### src/rtl/spi_fifo.sv
// Single-clock frame FIFO shared by the SPI transmit and receive channels.
// Registered read data, occupancy flags and overflow/underflow event pulses.
module spi_fifo #(
  parameter int unsigned CFG_FRAME_SIZE = 8,
  parameter int unsigned FIFO_DEPTH     = 4
) (
  input  logic                              pclk,
  input  logic                              aresetn,
  input  logic                              clr_fifo,
  input  logic                              fifo_write,
  input  logic [CFG_FRAME_SIZE-1:0]         data_in,
  input  logic                              fifo_read,
  output logic [CFG_FRAME_SIZE-1:0]         data_out,
  output logic                              fifo_full,
  output logic                              fifo_full_next,
  output logic                              fifo_empty,
  output logic                              fifo_empty_next,
  output logic [$clog2(FIFO_DEPTH+1)-1:0]   fifo_count,
  output logic                              overflow,
  output logic                              underflow
);

  localparam int unsigned AW = $clog2(FIFO_DEPTH);
  localparam int unsigned CW = $clog2(FIFO_DEPTH + 1);

  logic [CFG_FRAME_SIZE-1:0] mem [FIFO_DEPTH];
  logic [AW-1:0]             wr_ptr;
  logic [AW-1:0]             rd_ptr;
  logic [CW-1:0]             count_nxt;
  logic                      rd_ok;
  logic                      wr_ok;

  // Acceptance: a read frees a slot, so a write into a full FIFO is allowed alongside it.
  always_comb begin
    rd_ok     = 1'b0;
    wr_ok     = 1'b0;
    count_nxt = fifo_count;
    if (clr_fifo) begin
      count_nxt = '0;
    end else begin
      rd_ok = fifo_read && (fifo_count != '0);
      wr_ok = fifo_write && ((fifo_count != CW'(FIFO_DEPTH)) || rd_ok);
      if (wr_ok && !rd_ok) begin
        count_nxt = fifo_count + CW'(1);
      end else if (rd_ok && !wr_ok) begin
        count_nxt = fifo_count - CW'(1);
      end
    end
  end

  // Storage array; contents survive reset and clear.
  always_ff @(posedge pclk) begin
    if (wr_ok) begin
      mem[wr_ptr] <= data_in;
    end
  end

  // Pointers, occupancy, read data, flags and event pulses.
  always_ff @(posedge pclk or negedge aresetn) begin
    if (!aresetn) begin
      wr_ptr          <= '0;
      rd_ptr          <= '0;
      fifo_count      <= '0;
      data_out        <= '0;
      overflow        <= 1'b0;
      underflow       <= 1'b0;
      fifo_full       <= 1'b0;
      fifo_full_next  <= 1'b0;
      fifo_empty      <= 1'b1;
      fifo_empty_next <= 1'b0;
    end else begin
      fifo_count      <= count_nxt;
      fifo_full       <= (count_nxt == CW'(FIFO_DEPTH));
      fifo_full_next  <= (count_nxt == CW'(FIFO_DEPTH - 1));
      fifo_empty      <= (count_nxt == '0);
      fifo_empty_next <= (count_nxt == CW'(1));
      if (clr_fifo) begin
        wr_ptr    <= '0;
        rd_ptr    <= '0;
        data_out  <= '0;
        overflow  <= 1'b0;
        underflow <= 1'b0;
      end else begin
        overflow  <= fifo_write && !wr_ok;
        underflow <= fifo_read && !rd_ok;
        if (wr_ok) begin
          wr_ptr <= wr_ptr + AW'(1);
        end
        if (rd_ok) begin
          rd_ptr   <= rd_ptr + AW'(1);
          data_out <= mem[rd_ptr];
        end
      end
    end
  end

endmodule

### config.mk
export PLATFORM = sky130hd
export DESIGN_NAME = spi_fifo
export DESIGN_NICKNAME = d
export VERILOG_FILES = /design/src/rtl/spi_fifo.sv
export SDC_FILE = /design/constraint.sdc
export NUM_CORES = 1
export LEC_CHECK = 0
export CAP_MARGIN = 20
export CORE_MARGIN = 4
export CORE_UTILIZATION = 30
export DETAILED_ROUTE_END_ITERATION = 8
export PLACE_DENSITY_LB_ADDON = 0.2
export SYNTH_ARGS = -nofsm -noshare
export SYNTH_HDL_FRONTEND = slang
export SYNTH_SLANG_ARGS = --single-unit
### constraint.sdc
create_clock -name pclk -period 4.44 [get_ports pclk]
set_clock_uncertainty 0.05 [all_clocks]
set_input_delay 0.888 -clock pclk [delete_from_list [all_inputs] [get_ports pclk]]
set_output_delay 0.888 -clock pclk [all_outputs]
set_load 0.01 [all_outputs]
# [Word-level counts from Yosys, hierarchy flattened]
# Memories as Yosys holds them, arrays and structs flattened.
# Cells that the tools add are included.
[totals] regBits=21 ram_bits=32 mem_count=1
[mem_list] name="mem" depth=4 word_bits=8 rd=1 rd_ports_with_merged_regs=0 wr=1 line_no="26" source="logic [CFG_FRAME_SIZE-1:0] mem [FIFO_DEPTH];"
[op_classes] addsub=4 eq_ne=4 mux=15 n_reduce_logical=15
[op_table] cell="two-way mux 8 bit" n=2
[op_table] cell="two-way mux 3 bit" n=3
[op_table] cell="two-way mux 2 bit" n=4
[op_table] cell="logical AND 1 bit" n=6
[op_table] cell="two-way mux 1 bit" n=6
[op_table] cell="adder 2 x 1 -> 2 bit (second input constant)" n=2
[op_table] cell="zero test 1 bit" n=4
[op_table] cell="nonzero test 2 bit" n=2
[op_table] cell="adder 3 x 1 -> 3 bit (second input constant)" n=1
[op_table] cell="equality test 3 x 1 -> 1 bit (second input constant)" n=1
[op_table] cell="equality test 3 x 2 -> 1 bit (second input constant)" n=1
[op_table] cell="equality test 3 bit (second input constant)" n=1
[op_table] cell="zero test 3 bit" n=1
[op_table] cell="!= test 3 bit (second input constant)" n=1
[op_table] cell="nonzero test 3 bit" n=1
[op_table] cell="subtractor 3 x 1 -> 3 bit (second input constant)" n=1
[op_table] cell="logical OR 1 bit" n=1

# [Depth between registers and ports, before layout]
# Gate-level depths: netlist of run 1.
[depth] depth_word=10 depth_mapped=7 ltp_nobuf=6

# [Worst setup path before layout of run 1]
# OpenSTA, ideal clock, no wires.
[synth_timing] path_kind="input-to-reg" start="input port fifo_read" end="register fifo_empty_next" setup_ns=0.133 t_arrival_ns=1.882 required_ns=4.257 slack_ns=2.375 path_stages=4 path_buffers=0 cell_sequence="nor2b_2 a221oi_2 mux2_2 nor3b_2"
[synth_via] elab_chain_len=9 word_cells_on_any_way=11 classes_between="1 x eq/ne; 3 x mux; 7 x reduce/logical"
[synth_rtl] element="start: declaration" line_no="12" source="input logic fifo_read,"
[synth_rtl] element="logical AND 1 bit (*)" line_no="41" source="rd_ok = fifo_read && (fifo_count != '0);"
[synth_rtl] element="logical OR 1 bit" line_no="42" source="wr_ok = fifo_write && ((fifo_count != CW'(FIFO_DEPTH)) || rd_ok);"
[synth_rtl] element="logical AND 1 bit" line_no="42"
[synth_rtl] element="zero test 1 bit" line_no="45" source="end else if (rd_ok && !wr_ok) begin"
[synth_rtl] element="logical AND 1 bit" line_no="45"
[synth_rtl] element="two-way mux 3 bit" line_no="45"
[synth_rtl] element="two-way mux 3 bit (*)" line_no="43" source="if (wr_ok && !rd_ok) begin"
[synth_rtl] element="two-way mux 3 bit (*)" line_no="38" source="if (clr_fifo) begin"
[synth_rtl] element="named net count_nxt[0]" line_no="29" source="logic [CW-1:0] count_nxt;"
[synth_rtl] element="equality test 3 x 1 -> 1 bit (*)" line_no="76" source="fifo_empty_next <= (count_nxt == CW'(1));"
[synth_rtl] element="end signal: assignment" line_no="76"
[synth_rtl] element="end: declaration" line_no="17" source="output logic fifo_empty_next,"
# Mark *: on every way through the listed nets, which the timed path passes. The rest lies on a longest branch.
# A chain may end at the register's enable or synchronous reset.

# [Worst setup path in the final report of run 1]
[layout_timing] start="input port clr_fifo" end="memory mem[0][5], enable pin"
[layout_via] elab_chain_len=3
[layout_rtl] element="start: declaration" line_no="9" source="input logic clr_fifo,"
[layout_rtl] element="two-way mux 1 bit" line_no="38"
[layout_rtl] element="two-way mux 1 bit" line_no="53" source="if (wr_ok) begin"
[layout_rtl] element="two-way mux 1 bit (implied by the code)" line_no="54" source="mem[wr_ptr] <= data_in;"
[layout_rtl] element="end: declaration" line_no="26"
# Every way passes these cells.

==> results of run 1 <==
[metal layers]
layer | wire length (um) | global-route usage | up-vias
met4 | 0 | 0.0180 | 0
met2 | 2170 | 0.178 | 40
met5 | 0 | 0 | -
met1 | 1800 | 0.130 | 653
li1 | - | - | 610
met3 | 325 | 0.0284 | 0
[worst max-delay path by stage]
| stage | from | to | cells past startpoint |
|---|---|---|---|
| after floorplan | fifo_read | fifo_empty_next$_DFF_PN0_ | 4 |
| after global placement | clr_fifo | mem[0][5]$_DFFE_PP_ | 3 |
| after detailed placement | clr_fifo | mem[0][5]$_DFFE_PP_ | 3 |
| after CTS | clr_fifo | mem[0][7]$_DFFE_PP_ | 3 |
| after global routing | fifo_write | fifo_full_next$_DFF_PN0_ | 5 |
| final | clr_fifo | mem[0][5]$_DFFE_PP_ | 3 |
[metrics by stage]
stage	util	area, um^2	setup WS, ps
floorplan	-	2280	2370
global placement	0.361	2650	1520
detailed placement	0.361	2650	1490
CTS	0.378	2770	1820
global route	0.380	2780	1740
finish	0.380	2780	1840
[kinds of logic after synthesis]
kind of cell | Yosys count | synth area share
AO/OA/AOI/OAI | 16 | 0.0577
XOR/XNOR | 4 | 0.0154
adder cells (fa/ha/maj) | 7 | 0.0385
buffers and inverters | 12 | 0.0247
flip-flops | 53 | 0.654
multiplexers | 9 | 0.0841
AND/OR/NAND/NOR | 50 | 0.126
[cell usage after synthesis, drive strengths merged, types with 2 or more instances]
master,n
and2,5
nor3,2
xnor2,3
nor3b,4
clkbuf,2
dfrtp,20
and3b,3
ha,7
nand2,19
nand3b,2
nor2,7
mux4,8
a21oi,10
inv,4
nand3,2
edfxtp,32
buf,6
[registers in the layout (all words and copies together) (netlist names)]
name and cells:
mem 32, data_out 8, fifo_count 3, rd_ptr 2, wr_ptr 2, fifo_empty 1, fifo_empty_next 1, fifo_full 1
fifo_full_next 1, overflow 1, underflow 1
[power groups by stage]
stage                     Sequential (W)  Combinational, W  Clock [W]
after detailed placement        0.000673          0.000446          0
after global placement          0.000670          0.000443          0
after floorplan                 0.000653          0.000295          0
after global routing            0.000673          0.000491   0.000372
after CTS                       0.000663          0.000447   0.000354
final                           0.000658          0.000441   0.000338
[area by class of cell]
cell class	instances	area [um^2]	share of cell area
Clock inverter	3	50.0	0.0180
Tap cell	99	124	0.0445
Timing Repair Buffer	30	305	0.110
Clock buffer	5	68.8	0.0247
Sequential cell	53	1490	0.535
Multi-Input combinational cell	86	732	0.263
Inverter	4	15.0	0.00540
[critical path, delay by kind of cell]
family,cells,cell delay (ps)
buffers and inverters,1,800
and+or+nand+nor,2,820
==> flow_summary.ini, run 1 <==
[outcome]
run_status = completed

[drt]
antenna_violating_nets_remaining = 0
viasPerCell = 4.65
routed_wire_length_per_instance_um = 15.3
wirelength_um = 4300
detail_route.first_pass.iterations = 5
count_of_vias_placed_by_the_detailed_router = 1303
drt_iter0_markers = 63
drc_errors = 0

[sta]
maxSlewViolCount = 0
finalCritPeriodShare = 0.586
report.final.setup_viol = 0
hold_ws_ps = 481
timing.final.crit_period_ps = 2600
final.setup.tns_ps = 0
setup_repair_after_global_routing_missed_its_margin = false
final_hold_viol_count = 0
max_slew.worst_pin.slew_ps = 778
max_freq_ghz = 0.384
slew_headroom = 0.480

[synthesis]
syn_nets = 171
post_synth_inst_count = 151
count_of_flip_flops_with_a_built_in_enable_after_synthesis = 32
synth_top_flop_cell = edfxtp_1
netlist.area_leader.share = 0.422
postSynth.asyncResetShare = 0.396
synth.top_cells.by_area = edfxtp_1 42%, dfrtp_1 22%, mux4_2 7.9%
synthesis.yosys.warnings = 0
synth.lib_cells_used.distinct = 35
syn_avg_cell_area_um2 = 15.1
yosys_register_bits = 53
netlist.top_cell.by_area = edfxtp_1
ys_seq_area_frac = 0.654
synthesis.area_mm2 = 0.00228

[global_routing]
grt_max_degree = 22
wire_length_of_the_first_global_routing_pass_um = 7160
number_of_antenna_violations_at_the_first_check_in_global_routing = 0
gr-total-overflow = 0
via_count_of_the_first_global_routing_pass = 1378
grt_usage = 0.103

[floorplan]
horizontal_extent_of_the_die_um = 95.1
start_util = 0.310
floorplan.core_area_mm2 = 0.00733
num_rows = 31
ios = 30
floorplan.die.height_um = 95.1
floorplan.die_area_mm2 = 0.00904

[worst_setup_path]
crit_path_top_delay_cell = clkdlybuf4s50_1
worst_r2r_endpoint = fifo_empty_next$_DFF_PN0_
worstPathArrival_ps = 2520
r2r_setup_slack_ps = 2380
worst_stage_delay_on_the_critical_path_ps = 800
worst_ep_required_time_ps = 4350
rr_worst_depth = 6
critical_path_peak_fanout = 19
worstPathCellList = clkdlybuf4s50_1 -> and3b_1 -> and2_1
criticalPathCategory = input pin to flip-flop
regToRegStartpoint = fifo_count[0]$_DFF_PN0_
endpoint_kind = flip-flop
timing.critical_path.from_type = input pin

[min_path]
hold_path_depth = 2
min_delay_worst_endpoint = data_out[4]$_DFFE_PN0P_
timing.hold.worst.start = data_out[4]$_DFFE_PN0P_
holdCritPathClass = flip-flop to flip-flop

[cts]
post_cts_resize_count = 0
clock_insertion_delay_worst_skew_ps = 300
cts_setup_buffers = 0
hold_buffers = 0
h-tree-depth = 2
tritoncts_clock_tree = yes
cts.reportedPaths.clkPinSlew_ps = 100
cts-buffers-inserted = 5
numClockSinks = 53
cts_max_path_buffers = 2
clockRootBuffer = clkbuf_8

[placed_design]
gp_congestion = 0.722
dp_hpwl_um = 3010
placed_cells = 271
port_buffers = 29

[finish]
layout.cells.most_common_list = 32 x edfxtp_1, 29 x clkdlybuf4s50_1, 20 x dfrtp_1
drive_gt1_frac = 0.144
area_delta_synth_final_pct = 22.3
layout.cells.most_common = edfxtp_1
fin_nets = 200
post_layout_nonfiller_instances = 280
fillers = 689
antenna-diode-count = 0

[power]
pleak_nw = 1.01
pwr-share-comb = 0.307
p_seq_frac = 0.458
ir_drop_mv = 0.256
share_clk_of_total_power = 0.235
internal_power_w = 0.000998
total_power_w = 0.00144
netSwitchingFraction = 0.305
switchingPower_w = 0.000439
pwr_density_mw_per_mm2 = 517

[job]
max-cap-violations = 0
No activity file was read; power rests on OpenSTA's default activity.
==> run 2, diff against run 1 <==
==> constraint.sdc (replaced) <==
create_clock -name pclk -period 2.55 [get_ports pclk]
set_clock_uncertainty 0.05 [all_clocks]
set_input_delay 0.51 -clock pclk [delete_from_list [all_inputs] [get_ports pclk]]
set_output_delay 0.51 -clock pclk [all_outputs]
set_load 0.01 [all_outputs]
==> run 2 against run 1 <==
Net effect: critical path depth is 3 higher; non-clock buffer count is 12 higher; sequential share of layout area is 0.94 points lower; count of clock-buffer cells in the layout stayed put; largest cell class unchanged; die area stayed put; core utilization is 0.68 points higher; cell area is 1.8% higher; sequential power is 75% higher; setup slack worse by 1400 ps; hold slack worse by 2.5 ps; wire length is 1.4% higher.
==> flow_summary.ini, run 2 (same netlist as run 1, synthesis figures left out) <==
[floorplan]
num_rows = 31
floorplan.die.height_um = 95.1
ios = 30
floorplan.die_area_mm2 = 0.00904
start_util = 0.310
floorplan.core_area_mm2 = 0.00733
horizontal_extent_of_the_die_um = 95.1

[sta]
maxSlewViolCount = 0
timing.final.crit_period_ps = 2070
report.final.setup_viol = 0
final_hold_viol_count = 0
final.setup.tns_ps = 0
finalCritPeriodShare = 0.811
max_freq_ghz = 0.483
hold_ws_ps = 478
setup_repair_after_global_routing_missed_its_margin = false
max_slew.worst_pin.slew_ps = 659
slew_headroom = 0.561

[power]
pwr_density_mw_per_mm2 = 843
p_seq_frac = 0.482
share_clk_of_total_power = 0.190
netSwitchingFraction = 0.314
switchingPower_w = 0.000751
internal_power_w = 0.00164
pleak_nw = 1.05
pwr-share-comb = 0.327
total_power_w = 0.00239
ir_drop_mv = 0.394

[drt]
routed_wire_length_per_instance_um = 14.9
wirelength_um = 4360
detail_route.first_pass.iterations = 4
viasPerCell = 4.55
dr.max_layer_used = met3
count_of_vias_placed_by_the_detailed_router = 1330
antenna_violating_nets_remaining = 0
met1_length_um = 1940
drc_errors = 0
dr_wl_met3_um = 207
drt_iter0_markers = 91
wl_met2_um = 2210

[worst_setup_path]
timing.critical_path.depth = 6
r2r_setup_slack_ps = 480
critical_path.n_buffers_inverters = 1
criticalPathCategory = flip-flop to flip-flop
worst_ep_required_time_ps = 2690
timing.critical_path.max_delay_family = flip-flops
worst_r2r_endpoint = fifo_empty_next$_DFF_PN0_
worstPathCellList = inv_1 -> ha_1 -> nor2b_2 -> a221oi_2 -> mux2_2 -> nor3b_2
critical_path_peak_fanout = 8
worstPathArrival_ps = 2200
rr_worst_depth = 6
endpoint_kind = flip-flop
timing.critical_path.from_type = flip-flop
regToRegStartpoint = fifo_count[0]$_DFF_PN0_
crit_path_top_delay_cell = dfrtp_1
worst_stage_delay_on_the_critical_path_ps = 420

[cts]
cts_max_path_buffers = 2
post_cts_resize_count = 0
hold_buffers = 0
clock_insertion_delay_worst_skew_ps = 300
clockRootBuffer = clkbuf_8
h-tree-depth = 2
tritoncts_clock_tree = yes
cts-buffers-inserted = 5
cts_setup_buffers = 0
numClockSinks = 53
cts.reportedPaths.clkPinSlew_ps = 100

[outcome]
run_status = completed

[finish]
fillers = 693
layout.cells.most_common = edfxtp_1
antenna-diode-count = 0
area_delta_synth_final_pct = 24.5
top_register = mem
post_layout_nonfiller_instances = 292
fin_nets = 212
drive_gt1_frac = 0.197
layout.cells.most_common_list = 32 x edfxtp_1, 29 x clkdlybuf4s50_1, 20 x dfrtp_1
final_design_area_no_fill_mm2 = 0.00283
registers_with_the_highest_flip_flop_counts = mem: 32 flops, data_out: 8 flops, fifo_count: 3 flops
flip_flop_count_of_the_largest_register_all_copies_and_words_added = 32

[placed_design]
dp_hpwl_um = 3200
gp_congestion = 0.791
placed_cells = 284
port_buffers = 29
post_dp_cell_area_mm2 = 0.00275

[global_routing]
via_count_of_the_first_global_routing_pass = 1433
grt_max_degree = 22
wire_length_of_the_first_global_routing_pass_um = 7290
gr-total-overflow = 0
number_of_antenna_violations_at_the_first_check_in_global_routing = 0
grt_usage = 0.106

[min_path]
hold_path_depth = 2
timing.hold.worst.start = data_out[0]$_DFFE_PN0P_
holdCritPathClass = flip-flop to flip-flop
min_delay_worst_endpoint = data_out[0]$_DFFE_PN0P_

[job]
max-cap-violations = 0
## run 2: cell types whose count changed in the layout (fill, tap and decap cells not counted)
cell,previous run,this run
clkinv_4,1,0
bufinv_16,1,0
buf_8,1,0
buf_4,0,13
inv_8,1,0
clkinv_2,0,2
clkinvlp_4,0,1
## run 2: worst max path at each step
stage,to,from
after floorplan,fifo_empty_next$_DFF_PN0_,fifo_count[0]$_DFF_PN0_
final,fifo_empty_next$_DFF_PN0_,fifo_count[0]$_DFF_PN0_
after CTS,fifo_empty_next$_DFF_PN0_,fifo_count[0]$_DFF_PN0_
after detailed placement,fifo_empty_next$_DFF_PN0_,fifo_write
after global placement,fifo_empty_next$_DFF_PN0_,fifo_write
after global routing,fifo_full$_DFF_PN0_,fifo_count[0]$_DFF_PN0_
## run 2: routing by layer
layer	up-vias	GRT usage
met3	0	0.0363
met2	27	0.187
met4	0	0.0144
met1	670	0.129
met5	-	0
li1	633	-
## run 2: cell type report
| class | instances | area (um^2) | share of cell area |
|---|---|---|---|
| well taps | 99 | 124 | 0.0437 |
| repair buffers | 42 | 388 | 0.137 |
| flip-flops and latches | 53 | 1490 | 0.525 |
| clock inverters | 3 | 17.5 | 0.00618 |
| multi-input cells | 86 | 732 | 0.258 |
| clock buffers | 5 | 68.8 | 0.0243 |
| inverters | 4 | 15.0 | 0.00530 |
## run 2: through the flow
step	setup WS [ps]	util
after floorplan	651	-
after global placement	205	0.375
after detailed placement	183	0.375
after CTS	469	0.386
after global routing	348	0.386
final	482	0.386
## run 2: worst register-to-register path, stage by stage, from the launching register on
cell      delay (ps)
dfrtp_1          420
inv_1            110
ha_1             350
nor2b_2          120
a221oi_2         320
mux2_2           420
nor3b_2          160
## run 2: power groups by stage
| stage | logic [W] | registers [W] | clock network [W] |
|---|---|---|---|
| 2_1_floorplan | 0.000513 | 0.00114 | 0 |
| 3_3_place_gp | 0.000782 | 0.00117 | 0 |
| 3_5_place_dp | 0.000793 | 0.00118 | 0 |
| 4_1_cts | 0.000796 | 0.00116 | 0.000471 |
| 5_1_grt | 0.000861 | 0.00118 | 0.000507 |
| 6_report | 0.000782 | 0.00115 | 0.000455 |
==> run 3, diff against run 2 <==
==> constraint.sdc (replaced) <==
create_clock -name pclk -period 1.72 [get_ports pclk]
set_clock_uncertainty 0.05 [all_clocks]
set_input_delay 0.344 -clock pclk [delete_from_list [all_inputs] [get_ports pclk]]
set_output_delay 0.344 -clock pclk [all_outputs]
set_load 0.01 [all_outputs]
==> run 3 against run 2 <==
Net effect: the flow now finishes with violations (setup timing); sequential power is 43% higher; core utilization is 4.0 points higher; critical path depth stayed put; cell area is 10% higher; combinational power is 110% higher; largest power group is now combinational logic.
==> flow_summary.ini, run 3 (same netlist as run 1, synthesis figures left out) <==
[outcome]
run_status = complete, but fails checks
failing_checks = setup timing

[placed_design]
dp_hpwl_um = 3450
gp_congestion = 0.789
port_buffers = 29
post_dp_cell_area_mm2 = 0.00287
placed_cells = 295

[cts]
cts_max_path_buffers = 2
tritoncts_clock_tree = yes
cts.reportedPaths.clkPinSlew_ps = 100
h-tree-depth = 2
cts-buffers-inserted = 5
hold_buffers = 0
numClockSinks = 53
clock_insertion_delay_worst_skew_ps = 310
clockRootBuffer = clkbuf_8

[power]
ir_drop_mv = 0.566
pleak_nw = 1.20
pwr_density_mw_per_mm2 = 1380
total_power_w = 0.00430

[drt]
viasPerCell = 4.55
detail_route.first_pass.iterations = 4
drt_iter0_markers = 71
routed_wire_length_per_instance_um = 15.1
antenna_violating_nets_remaining = 0
wirelength_um = 4690
count_of_vias_placed_by_the_detailed_router = 1411
drc_errors = 0

[sta]
max_freq_ghz = 0.558
report.final.setup_viol = 8
hold_ws_ps = 327
max_slew.worst_pin.slew_ps = 445
setup_repair_after_global_routing_missed_its_margin = true
final.setup.tns_ps = -294
slew_headroom = 0.701
final_hold_viol_count = 0
timing.final.crit_period_ps = 1790
fin_ws_ps = -73.7
maxSlewViolCount = 0
finalCritPeriodShare = 1.04

[worst_setup_path]
rr_worst_depth = 6
worst_stage_delay_on_the_critical_path_ps = 510
r2r_setup_slack_ps = -70
critical_path_peak_fanout = 6
worstPathCellList = inv_4 -> ha_4 -> or4bb_1 -> o31ai_2 -> a2111oi_4 -> and3b_1
timing.critical_path.max_delay_family = simple AND/OR/NAND/NOR gates
worst_r2r_endpoint = fifo_full_next$_DFF_PN0_
timing.critical_path.from_type = flip-flop
crit_path_top_delay_cell = or4bb_1
worstPathArrival_ps = 2000
critical_path.n_buffers_inverters = 1
timing.critical_path.depth = 6
regToRegStartpoint = fifo_count[0]$_DFF_PN0_
criticalPathCategory = flip-flop to flip-flop
endpoint_kind = flip-flop
worst_ep_required_time_ps = 1920

[finish]
fin_nets = 230
drive_gt1_frac = 0.341
area_delta_synth_final_pct = 37.5
layout.cells.most_common_list = 32 x edfxtp_1, 24 x clkdlybuf4s50_1, 22 x buf_4
top_register = mem
final_design_area_no_fill_mm2 = 0.00313
registers_with_the_highest_flip_flop_counts = mem: 32 flops, data_out: 8 flops, fifo_count: 3 flops
antenna-diode-count = 0
flip_flop_count_of_the_largest_register_all_copies_and_words_added = 32
layout.cells.most_common = edfxtp_1
post_layout_nonfiller_instances = 310

[floorplan]
floorplan.core_area_mm2 = 0.00733
ios = 30
start_util = 0.310
horizontal_extent_of_the_die_um = 95.1
num_rows = 31
floorplan.die.height_um = 95.1
floorplan.die_area_mm2 = 0.00904

[global_routing]
gr-total-overflow = 0
wire_length_of_the_first_global_routing_pass_um = 7710
grt_max_degree = 22
via_count_of_the_first_global_routing_pass = 1530
grt_usage = 0.114
number_of_antenna_violations_at_the_first_check_in_global_routing = 0

[min_path]
holdCritPathClass = input pin to async pin

[job]
max-cap-violations = 0
-- run 3: metal layers --
layer	vias to the layer above	global-route usage	part of all wire
met3	11	0.0292	0.044
met5	-	0	0
met1	710	0.135	0.41
li1	663	-	-
met4	0	0.0361	0.019
met2	27	0.201	0.53
-- run 3: stage by stage --
step | setup WS [ps] | utilization
after floorplan | -5.81 | -
after global placement | -339 | 0.392
after detailed placement | -381 | 0.392
after CTS | -116 | 0.418
after global routing | -153 | 0.427
final | -73.7 | 0.427
-- run 3: what timing repair did --
item,CTS,global route
setup buffers,3,4
setup endpoints to repair,31,47
pin swaps,6,4
resized for setup,20,8
-- run 3: layout make-up --
type,instances,area [um^2]
Inverter,4,17.5
Tap cell,99,124
Sequential cell,53,1490
Clock buffer,5,68.8
Clock inverter,3,65.1
Fill cell,689,4200
Timing Repair Buffer,60,568
Multi-Input combinational cell,86,795
-- run 3: worst reg2reg max path: cells and delay by family (launching register included) --
family                   cells  cell delay (ps)
adder cells (fa/ha/maj)      1              180
buffers and inverters        1               60
AO/OA/AOI/OAI                2              250
flip-flops                   1              440
AND/OR/NAND/NOR              2              750
-- run 3: report_power, final --
group	internal, W	total, W	switching [W]
registers	0.00153	0.00165	0.000119
logic	0.000942	0.00167	0.000730
clock network	0.000578	0.000979	0.000401
total	0.00305	0.00430	0.00125
-- run 3: worst max-delay path by stage --
stage / end / startpoint / slack (ps)
after floorplan: fifo_full$_DFF_PN0_ / fifo_count[0]$_DFF_PN0_ / -6
after global placement: fifo_empty_next$_DFF_PN0_ / fifo_write / -340
after detailed placement: fifo_full_next$_DFF_PN0_ / fifo_write / -380
after CTS: fifo_full_next$_DFF_PN0_ / fifo_count[0]$_DFF_PN0_ / -120
after global routing: fifo_full$_DFF_PN0_ / fifo_count[0]$_DFF_PN0_ / -150
final: fifo_full_next$_DFF_PN0_ / fifo_count[0]$_DFF_PN0_ / -70
